[config.mk]
export PLATFORM = sky130hd
export DESIGN_NAME = mem_access_ctrl
export DESIGN_NICKNAME = d
export VERILOG_FILES = /design/src/rtl/mem_access_ctrl.sv
export SDC_FILE = /design/constraint.sdc
export NUM_CORES = 1
export LEC_CHECK = 0
export BUFFER_PORTS_ARGS = -buffer_cell sky130_fd_sc_hd__buf_2
export CAP_MARGIN = 20
export CORE_MARGIN = 4
export CORE_UTILIZATION = 55
export CTS_CLUSTER_DIAMETER = 40
export CTS_CLUSTER_SIZE = 40
export DETAILED_ROUTE_END_ITERATION = 8
export PLACE_DENSITY = 0.86
export SYNTH_ARGS = -nofsm -noshare
export SYNTH_HDL_FRONTEND = slang
export SYNTH_SLANG_ARGS = --single-unit
[constraint.sdc]
create_clock -name clk -period 3.2 [get_ports clk]
set_input_delay 0.32 -clock clk [delete_from_list [all_inputs] [get_ports clk]]
set_output_delay 0.32 -clock clk [all_outputs]
set_load 0.02 [all_outputs]
[src/rtl/mem_access_ctrl.sv]
// CPU-to-memory access controller: word/byte loads, word stores, byte stores as read-modify-write.
// Latency: done in the 3rd cycle counting the req cycle (4th for byte store) with mem_ready high; per-phase timeout -> err.
// Backpressure: req ignored while busy; mem_ready stalls a phase up to TIMEOUT_CYCLES. Macro LOAD_SIGN_EXT_EN sign-extends byte loads.
module mem_access_ctrl #(
    parameter int unsigned TIMEOUT_CYCLES = 15
) (
    input  logic        clk,
    input  logic        rst_n,
    input  logic        req,
    input  logic        we,
    input  logic        Load_Select,
    input  logic [31:0] addr,
    input  logic [31:0] wdata,
    output logic        busy,
    output logic        done,
    output logic        err,
    output logic [31:0] Load_data,
    output logic        mem_req,
    output logic        mem_we,
    output logic [31:0] mem_addr,
    output logic [31:0] mem_wdata,
    input  logic [31:0] mem_rdata,
    input  logic        mem_ready
);

    localparam logic [2:0] S_IDLE = 3'd0;
    localparam logic [2:0] S_RD   = 3'd1;
    localparam logic [2:0] S_WR   = 3'd2;
    localparam logic [2:0] S_DONE = 3'd3;
    localparam logic [2:0] S_ERR  = 3'd4;

    localparam logic [7:0] WAIT_LAST = 8'(TIMEOUT_CYCLES - 1);

    logic [2:0]  state;
    logic        we_q;
    logic        ls_q;
    logic [31:0] addr_q;
    logic [7:0]  wdata_q;
    logic [7:0]  wait_cnt;
    logic [31:0] mem_wdata_q;
    logic [31:0] load_data_q;

    logic [4:0]  byte_sh;
    logic [31:0] rd_shifted;
    logic [7:0]  rd_byte;
    logic [31:0] rd_byte_ext;
    logic [31:0] byte_mask;
    logic [31:0] merged;

    assign byte_sh    = {addr_q[1:0], 3'b000};
    assign rd_shifted = mem_rdata >> byte_sh;
    assign rd_byte    = rd_shifted[7:0];
    assign byte_mask  = 32'h0000_00FF << byte_sh;
    assign merged     = (mem_rdata & ~byte_mask) | ({24'h000000, wdata_q} << byte_sh);

`ifdef LOAD_SIGN_EXT_EN
    assign rd_byte_ext = {{24{rd_byte[7]}}, rd_byte};
`else
    assign rd_byte_ext = {24'h000000, rd_byte};
`endif

    always_ff @(posedge clk or negedge rst_n) begin
        if (!rst_n) begin
            state       <= S_IDLE;
            we_q        <= 1'b0;
            ls_q        <= 1'b0;
            addr_q      <= 32'h0;
            wdata_q     <= 8'h0;
            wait_cnt    <= 8'h0;
            mem_wdata_q <= 32'h0;
            load_data_q <= 32'h0;
        end else begin
            case (state)
                S_IDLE: begin
                    if (req) begin
                        we_q     <= we;
                        ls_q     <= Load_Select;
                        addr_q   <= addr;
                        wdata_q  <= wdata[7:0];
                        wait_cnt <= 8'h0;
                        // Misaligned word access is rejected before touching memory.
                        if (!Load_Select && addr[1:0] != 2'b00) begin
                            state <= S_ERR;
                        end else if (we && !Load_Select) begin
                            mem_wdata_q <= wdata;
                            state       <= S_WR;
                        end else begin
                            state <= S_RD;
                        end
                    end
                end
                S_RD: begin
                    if (mem_ready) begin
                        wait_cnt <= 8'h0;
                        if (we_q) begin
                            mem_wdata_q <= merged;
                            state       <= S_WR;
                        end else begin
                            load_data_q <= ls_q ? rd_byte_ext : mem_rdata;
                            state       <= S_DONE;
                        end
                    end else if (wait_cnt == WAIT_LAST) begin
                        state <= S_ERR;
                    end else begin
                        wait_cnt <= wait_cnt + 8'd1;
                    end
                end
                S_WR: begin
                    if (mem_ready) begin
                        wait_cnt <= 8'h0;
                        state    <= S_DONE;
                    end else if (wait_cnt == WAIT_LAST) begin
                        state <= S_ERR;
                    end else begin
                        wait_cnt <= wait_cnt + 8'd1;
                    end
                end
                S_DONE:  state <= S_IDLE;
                S_ERR:   state <= S_IDLE;
                default: state <= S_IDLE;
            endcase
        end
    end

    assign busy      = (state != S_IDLE);
    assign done      = (state == S_DONE) || (state == S_ERR);
    assign err       = (state == S_ERR);
    assign mem_req   = (state == S_RD) || (state == S_WR);
    assign mem_we    = (state == S_WR);
    assign mem_addr  = {addr_q[31:2], 2'b00};
    assign mem_wdata = mem_wdata_q;
    assign Load_data = load_data_q;

endmodule

==> qor.yml, run 1 <==
instances_no_fill: 879
clkLatencyLatePin_ns: 0.51
cap_violations: 0
fin_crit_ns: 2.69
ios: 203
ys_ff_latch: 117
maxSlewHeadroom_pct: 9.93
ir_worst_vdd_uv: 524
rsz0062_at_grt: "no"
cp.arrival_ns: 3.08
synth_top_area_share_pct: 49.0
r2r_cells: 5
cts-resized-gates: 0
die_h_um: 112
initial_utilization_pct: 57.1
gp_congestion: 0.896
final_max_slew_viol_count: 0
grt_use_total_pct: 26.9
drtIter0Drc: 503
synth-edff-count: 0
max_freq_mhz: 372
seq_power_share_pct: 34.2
num_rows: 37
worst_pin_slew_ns: 1.35
clockRootBuffer: "clkbuf_8"
ant_nets: 0
swShare_pct: 40.8
cp-start-kind: "flop"
ys_warn_count: 0
fin_ws_ns: 0.513
crit_path_end: "mem_wdata[17]$_DFFE_PN0P_"
post_cts_buffers: 0
vias: 5186
synthCells: 573
finalSetupViolations: 0
power.internal_w: 0.00470
status: "finished, final reports clean"
p_leak_nw: 3.80
synthDistinctLibCells: 47
crit_type: "flop to flop"
tns_ns: 0
syn_area_per_cell_sq_um: 10.4
cts_buffer_depth: 2
wire_per_inst_um: 19.4
yosysSeqAreaShare_pct: 49.0
multi_input_area_sq_um: 2640
post_route_cells_drive_above_1_share_pct: 40.1
hold_depth: 2
worstPathRequired_ns: 3.60
netlist_area_sq_um: 5980
dp_cells: 846
yosysTopAreaCell: "dfrtp_1"
p_clk_share_pct: 23.3
nFillCells: 723
die_x_um: 112
fp.dieArea_sq_um: 12600
port_buffers: 200
antenna_found_initial: 0
clock_skew_ns: 0.00757
globalRoute.totalOverflow: 0
async_flop_share_pct: 100
power.density_nw_per_um2: 1070
finalHoldViolations: 0
critical_path.max_fanout: 46
period_share_pct: 84.0
power_frac_comb_pct: 42.4
drc: 0
cts.sinks: 117
cts_tree: "done"
coreArea_sq_um: 10500
via_per_inst: 5.90
grt_max_degree: 79
grt_pass1_wl_um: 26800
reg2reg_from: "state[2]$_DFFE_PN0P_"
final_nets: 835
timing.rr.end: "mem_wdata[17]$_DFFE_PN0P_"
holdCritPathClass: "primary input to flop"
wl_um: 17100
p_switching_w: 0.00324
cp-startpoint: "state[2]$_DFFE_PN0P_"
synth_area_leaders: "dfrtp_1, mux2_2, nand2_1"
reg2reg_slack_ns: 0.51
hold_buffers: 0
area_growth_pct: 24.7
critPathCaptureType: "flop"
cts.reportedPaths.clkPinSlew_ns: 0.06
cts_max_level: 4
cts_buffers: 17
seqCellArea_sq_um: 2930
preCtsSetupSlack_ns: 0.611
first_pass_iters: 6
hpwl_um: 12300
ys.flop_type: "dfrtp_1"
diodes: 0
grt_pass1_vias: 5106
[synthesized netlist by cell type (all sizes together) (3+ instances only)]
cell type,number
a211oi,17
a21o,32
a21oi,10
a221oi,8
a22o,8
a311oi,16
buf,52
clkbuf,23
dfrtp,117
mux2,51
mux2i,21
nand2,69
nand3,11
nand3b,26
nor2,53
nor2b,6
nor3,4
nor3b,3
o21ai,14
o31ai,3
[placed cells by master, fill, tap and decap left out, types with 5 or more instances in the layout]
cell / count
nand3b_1: 26
dfrtp_1: 117
a22o_1: 8
a221oi_1: 8
nand3_1: 11
nor2_1: 53
nor2b_1: 6
clkinv_2: 5
buf_2: 199
a21o_1: 32
nand2_1: 69
o21ai_0: 13
a21oi_1: 9
a211oi_1: 17
mux2i_1: 21
buf_4: 11
clkbuf_16: 16
a311oi_1: 16
mux2_2: 51
[cell type report]
class	instances	share of cell area (%)
well taps	136	2.28
clock buffers	21	6.03
flip-flops and latches	117	39.3
clock inverters	10	1.75
inverters	2	0.101
multi-input cells	380	35.4
repair buffers	213	15.1
[kinds of logic after synthesis]
group,count (synthesis),synth area share (%)
AOI/OAI and AO/OA,114,14.2
DFF,117,49.0
other,1,0.0627
and+or+nand+nor,189,15.8
xor gates and xnor gates,1,0.147
muxes,72,13.1
buffers and inverters,77,7.24
adders and majority gates,2,0.419
[stage by stage]
step	cell area, sq um	util [%]	hold slack, ns	power, W
after floorplan	5980	-	0.0244	0.00518
after global placement	6840	65.4	0.444	0.00594
after detailed placement	6840	65.4	0.450	0.00606
after CTS	7420	70.9	0.00668	0.00794
after global routing	7450	71.2	0.0186	0.00836
final	7450	71.2	0.0394	0.00794
[power by group through the flow]
stage | logic, W | clock network [W] | registers [W]
6_report | 0.00337 | 0.00185 | 0.00272
5_1_grt | 0.00361 | 0.00195 | 0.00280
4_1_cts | 0.00338 | 0.00187 | 0.00270
3_5_place_dp | 0.00335 | 0 | 0.00271
3_3_place_gp | 0.00327 | 0 | 0.00268
2_1_floorplan | 0.00227 | 0 | 0.00291
[worst max-delay path, cell delays in order (launching register included)]
cell	delay [ns]
dfrtp_1	0.75
nor3b_4	0.10
a32oi_4	1.10
buf_4	0.34
a211oi_1	0.07
a21o_1	0.19
[routing by layer]
metal / global-route usage [%] / wire, um / vias up
li1: - / - / 2326
met1: 34.2 / 6560 / 2502
met2: 43.6 / 8400 / 312
met3: 8.03 / 1600 / 46
met4: 10.3 / 518 / 0
met5: 0 / 0 / -
[worst min-delay path by stage]
| stage | startpoint | end |
|---|---|---|
| 6_report | addr[15] | addr_q[15]$_DFFE_PN0P_ |
| 2_1_floorplan | rst_n | Load_data[0]$_DFFE_PN0P_ |
| 3_3_place_gp | Load_data[11]$_DFFE_PN0P_ | Load_data[11]$_DFFE_PN0P_ |
| 4_1_cts | rst_n | wait_cnt[0]$_DFFE_PN0P_ |
| 3_5_place_dp | Load_data[22]$_DFFE_PN0P_ | Load_data[22]$_DFFE_PN0P_ |
| 5_1_grt | addr[13] | addr_q[13]$_DFFE_PN0P_ |
[registers in the layout, indices dropped and copies added, names as in the netlist]
register / cells
ls_q: 1
mem_wdata: 32
state: 3
Load_data: 32
wdata_q: 8
wait_cnt: 8
addr_q: 32
we_q: 1
Note: power is estimated with default switching activity, not from simulation.
==> run 2: changes to the inputs <==
- CORE_UTILIZATION: 55 -> 46
- PLACE_DENSITY: 0.86 -> 0.77
- clock period: 3.2 -> 2.4 ns (I/O delays scaled with it)
==> run 2 against run 1 <==
Against the previous run: utilization down 12 points; combinational power rose by 38%; flip-flop and latch count stayed put; final cell count up 4.6%; hold slack better by 0.017 ns; fmax grew 27%; first-iteration DRC count down 15%; wire length shrank 0.37%; register-to-register slack lost 0.22 ns; sequential share of layout area down 0.40 points; critical path depth grew 1; critical endpoint is now Load_data[12]$_DFFE_PN0P_; largest power group unchanged.
==> qor.yml, run 2 (same netlist as run 1, synthesis figures left out) <==
status: "finished, final reports clean"
power.density_nw_per_um2: 1390  # +31%
fin_hold_ws_ns: 0.0564  # +0.0170 ns
drc: 0  # unchanged
grt_pass1_vias: 4985  # -2.4%
power_frac_comb_pct: 44.3  # +1.9 points
final_common_cell: "buf_2"
wire_per_inst_um: 18.5  # -4.7%
worst_pin_slew_ns: 0.728  # -0.623 ns
cp_slowest_cell: "dfrtp_1"
final_nets: 841  # +0.72%
swShare_pct: 40.6  # -0.22 points
grt_max_degree: 67  # -15%
clockRootBuffer: "clkbuf_16"
clkLatencyLatePin_ns: 0.42  # -0.09 ns
drtIter0Drc: 430  # -15%
ir_worst_vdd_uv: 699  # +33%
cap_violations: 0  # unchanged
cp-start-kind: "flop"
finalSetupViolations: 0  # unchanged
worstPathRequired_ns: 2.75  # -0.85 ns
fin_crit_ns: 2.11  # -0.575 ns
cts.sinks: 117  # unchanged
cp_slowest_stage_delay_ns: 0.58  # -0.52 ns
reg2reg_from: "state[1]$_DFFE_PN0P_"
fp.dieArea_sq_um: 14900  # +18%
critPathCaptureType: "flop"
p_clk_share_pct: 22.1  # -1.2 points
via_per_inst: 5.51  # -6.5%
clock_skew_ns: 0.0123  # +0.00471 ns
die_x_um: 122  # +8.7%
cts_tree: "done"
initial_utilization_pct: 47.2  # -10 points
finalHoldViolations: 0  # unchanged
holdCritPathClass: "primary input to flop"
ios: 203  # unchanged
maxSlewHeadroom_pct: 51.4  # +42 points
post_cts_buffers: 0  # unchanged
critical_path.max_fanout: 66  # +43%
grt_use_total_pct: 23.0  # -3.9 points
power.internal_w: 0.00623  # +33%
period_share_pct: 88.0  # +4.0 points
cts_max_level: 4  # unchanged
area_growth_pct: 26.0
power_w: 0.0105  # +32%
cp.arrival_ns: 2.46  # -0.62 ns
tns_ns: 0  # unchanged
finish.utilization_pct: 59.4  # -12 points
cp-startpoint: "state[1]$_DFFE_PN0P_"
seq_power_share_pct: 33.5  # -0.7 points
num_rows: 41  # +11%
die_h_um: 122  # +8.7%
globalRoute.totalOverflow: 0  # unchanged
first_pass_iters: 5  # -1
r2r_cells: 6  # +1
rsz0062_at_grt: "no"
cp_cell_sequence: "nor3b_4 > buf_12 > and3b_1 > buf_4 > nand3b_1 > nand2_1"
crit_path_end: "Load_data[12]$_DFFE_PN0P_"
final_max_slew_viol_count: 0  # unchanged
cts.reportedPaths.clkPinSlew_ns: 0.05  # about the same
hpwl_um: 12800  # +4.1%
layout_common_cells: "buf_2, dfrtp_1, nand2_1, nor2_1, mux2_2"
antenna_found_initial: 0  # unchanged
vias: 5068  # -2.3%
post_route_cells_drive_above_1_share_pct: 40.3  # +0.19 points
timing.rr.end: "Load_data[12]$_DFFE_PN0P_"
crit_type: "flop to flop"
port_buffers: 200  # unchanged
gp_congestion: 0.867  # -3.3%
diodes: 0  # unchanged
max_freq_mhz: 473  # +27%
p_switching_w: 0.00426  # +31%
cts_buffers: 17  # unchanged
ant_nets: 0  # unchanged
grt_pass1_wl_um: 26200  # -2.3%
coreArea_sq_um: 12700  # +21%
cts_buffer_depth: 2  # unchanged
reg2reg_slack_ns: 0.29  # -0.22 ns
wl_um: 17000  # -0.37%
p_leak_nw: 3.83  # +0.76%
run 2: area by class of cell:
type                    count  area (sq um)
inverters                   2          7.51
repair buffers            219          1200
clock inverters             5          50.0
flip-flops and latches    117          2930
clock buffers              24           492
multi-input cells         380          2640
well taps                 172           215
fillers                  1117          5140
run 2: power by group through the flow:
stage | combinational, W | clock (W) | sequential, W
after global placement | 0.00455 | 0 | 0.00349
after global routing | 0.00502 | 0.00246 | 0.00364
final | 0.00465 | 0.00232 | 0.00352
after detailed placement | 0.00466 | 0 | 0.00353
after floorplan | 0.00302 | 0 | 0.00388
after CTS | 0.00468 | 0.00236 | 0.00351
run 2: worst min path at each step:
stage                     cells past startpoint  slack, ns  startpoint                        to
final                                         2       0.06    addr[30]    addr_q[30]$_DFFE_PN0P_
after CTS                                     2       0.05     addr[3]     addr_q[3]$_DFFE_PN0P_
after global placement                        1       0.33       rst_n   wait_cnt[2]$_DFFE_PN0P_
after floorplan                               0      -0.06       rst_n  Load_data[0]$_DFFE_PN0P_
after detailed placement                      1       0.35       rst_n   wait_cnt[1]$_DFFE_PN0P_
after global routing                          2       0.05     addr[3]     addr_q[3]$_DFFE_PN0P_
run 2: what timing repair did:
| action | 4_1_cts | 5_1_grt |
|---|---|---|
| gates resized for setup | 0 | 0 |
| hold buffers | 1 | 0 |
| endpoints found under the hold margin | 53 | 0 |
run 2: metrics by stage:
stage / instances / area [sq um] / setup WS, ns
final: 919 / 7530 / 0.288
after global routing: 919 / 7530 / 0.163
after CTS: 919 / 7530 / 0.292
after detailed placement: 889 / 6980 / 0.324
after global placement: 889 / 6980 / 0.420
after floorplan: 574 / 5980 / 0.580
run 2: metal layers:
| layer | global-route usage [%] | share of wire (%) | vias to the layer above |
|---|---|---|---|
| li1 | - | - | 2338 |
| met1 | 29.8 | 39 | 2446 |
| met2 | 36.2 | 49 | 249 |
| met3 | 6.41 | 9.2 | 35 |
| met4 | 10.5 | 3.0 | 0 |
| met5 | 0 | 0 | - |
run 2: worst max-delay path: cells and delay by family, from the launching register on:
kind	cells	cell delay, ns
buf+inv	2	0.61
flops	1	0.58
simple gates	4	0.83
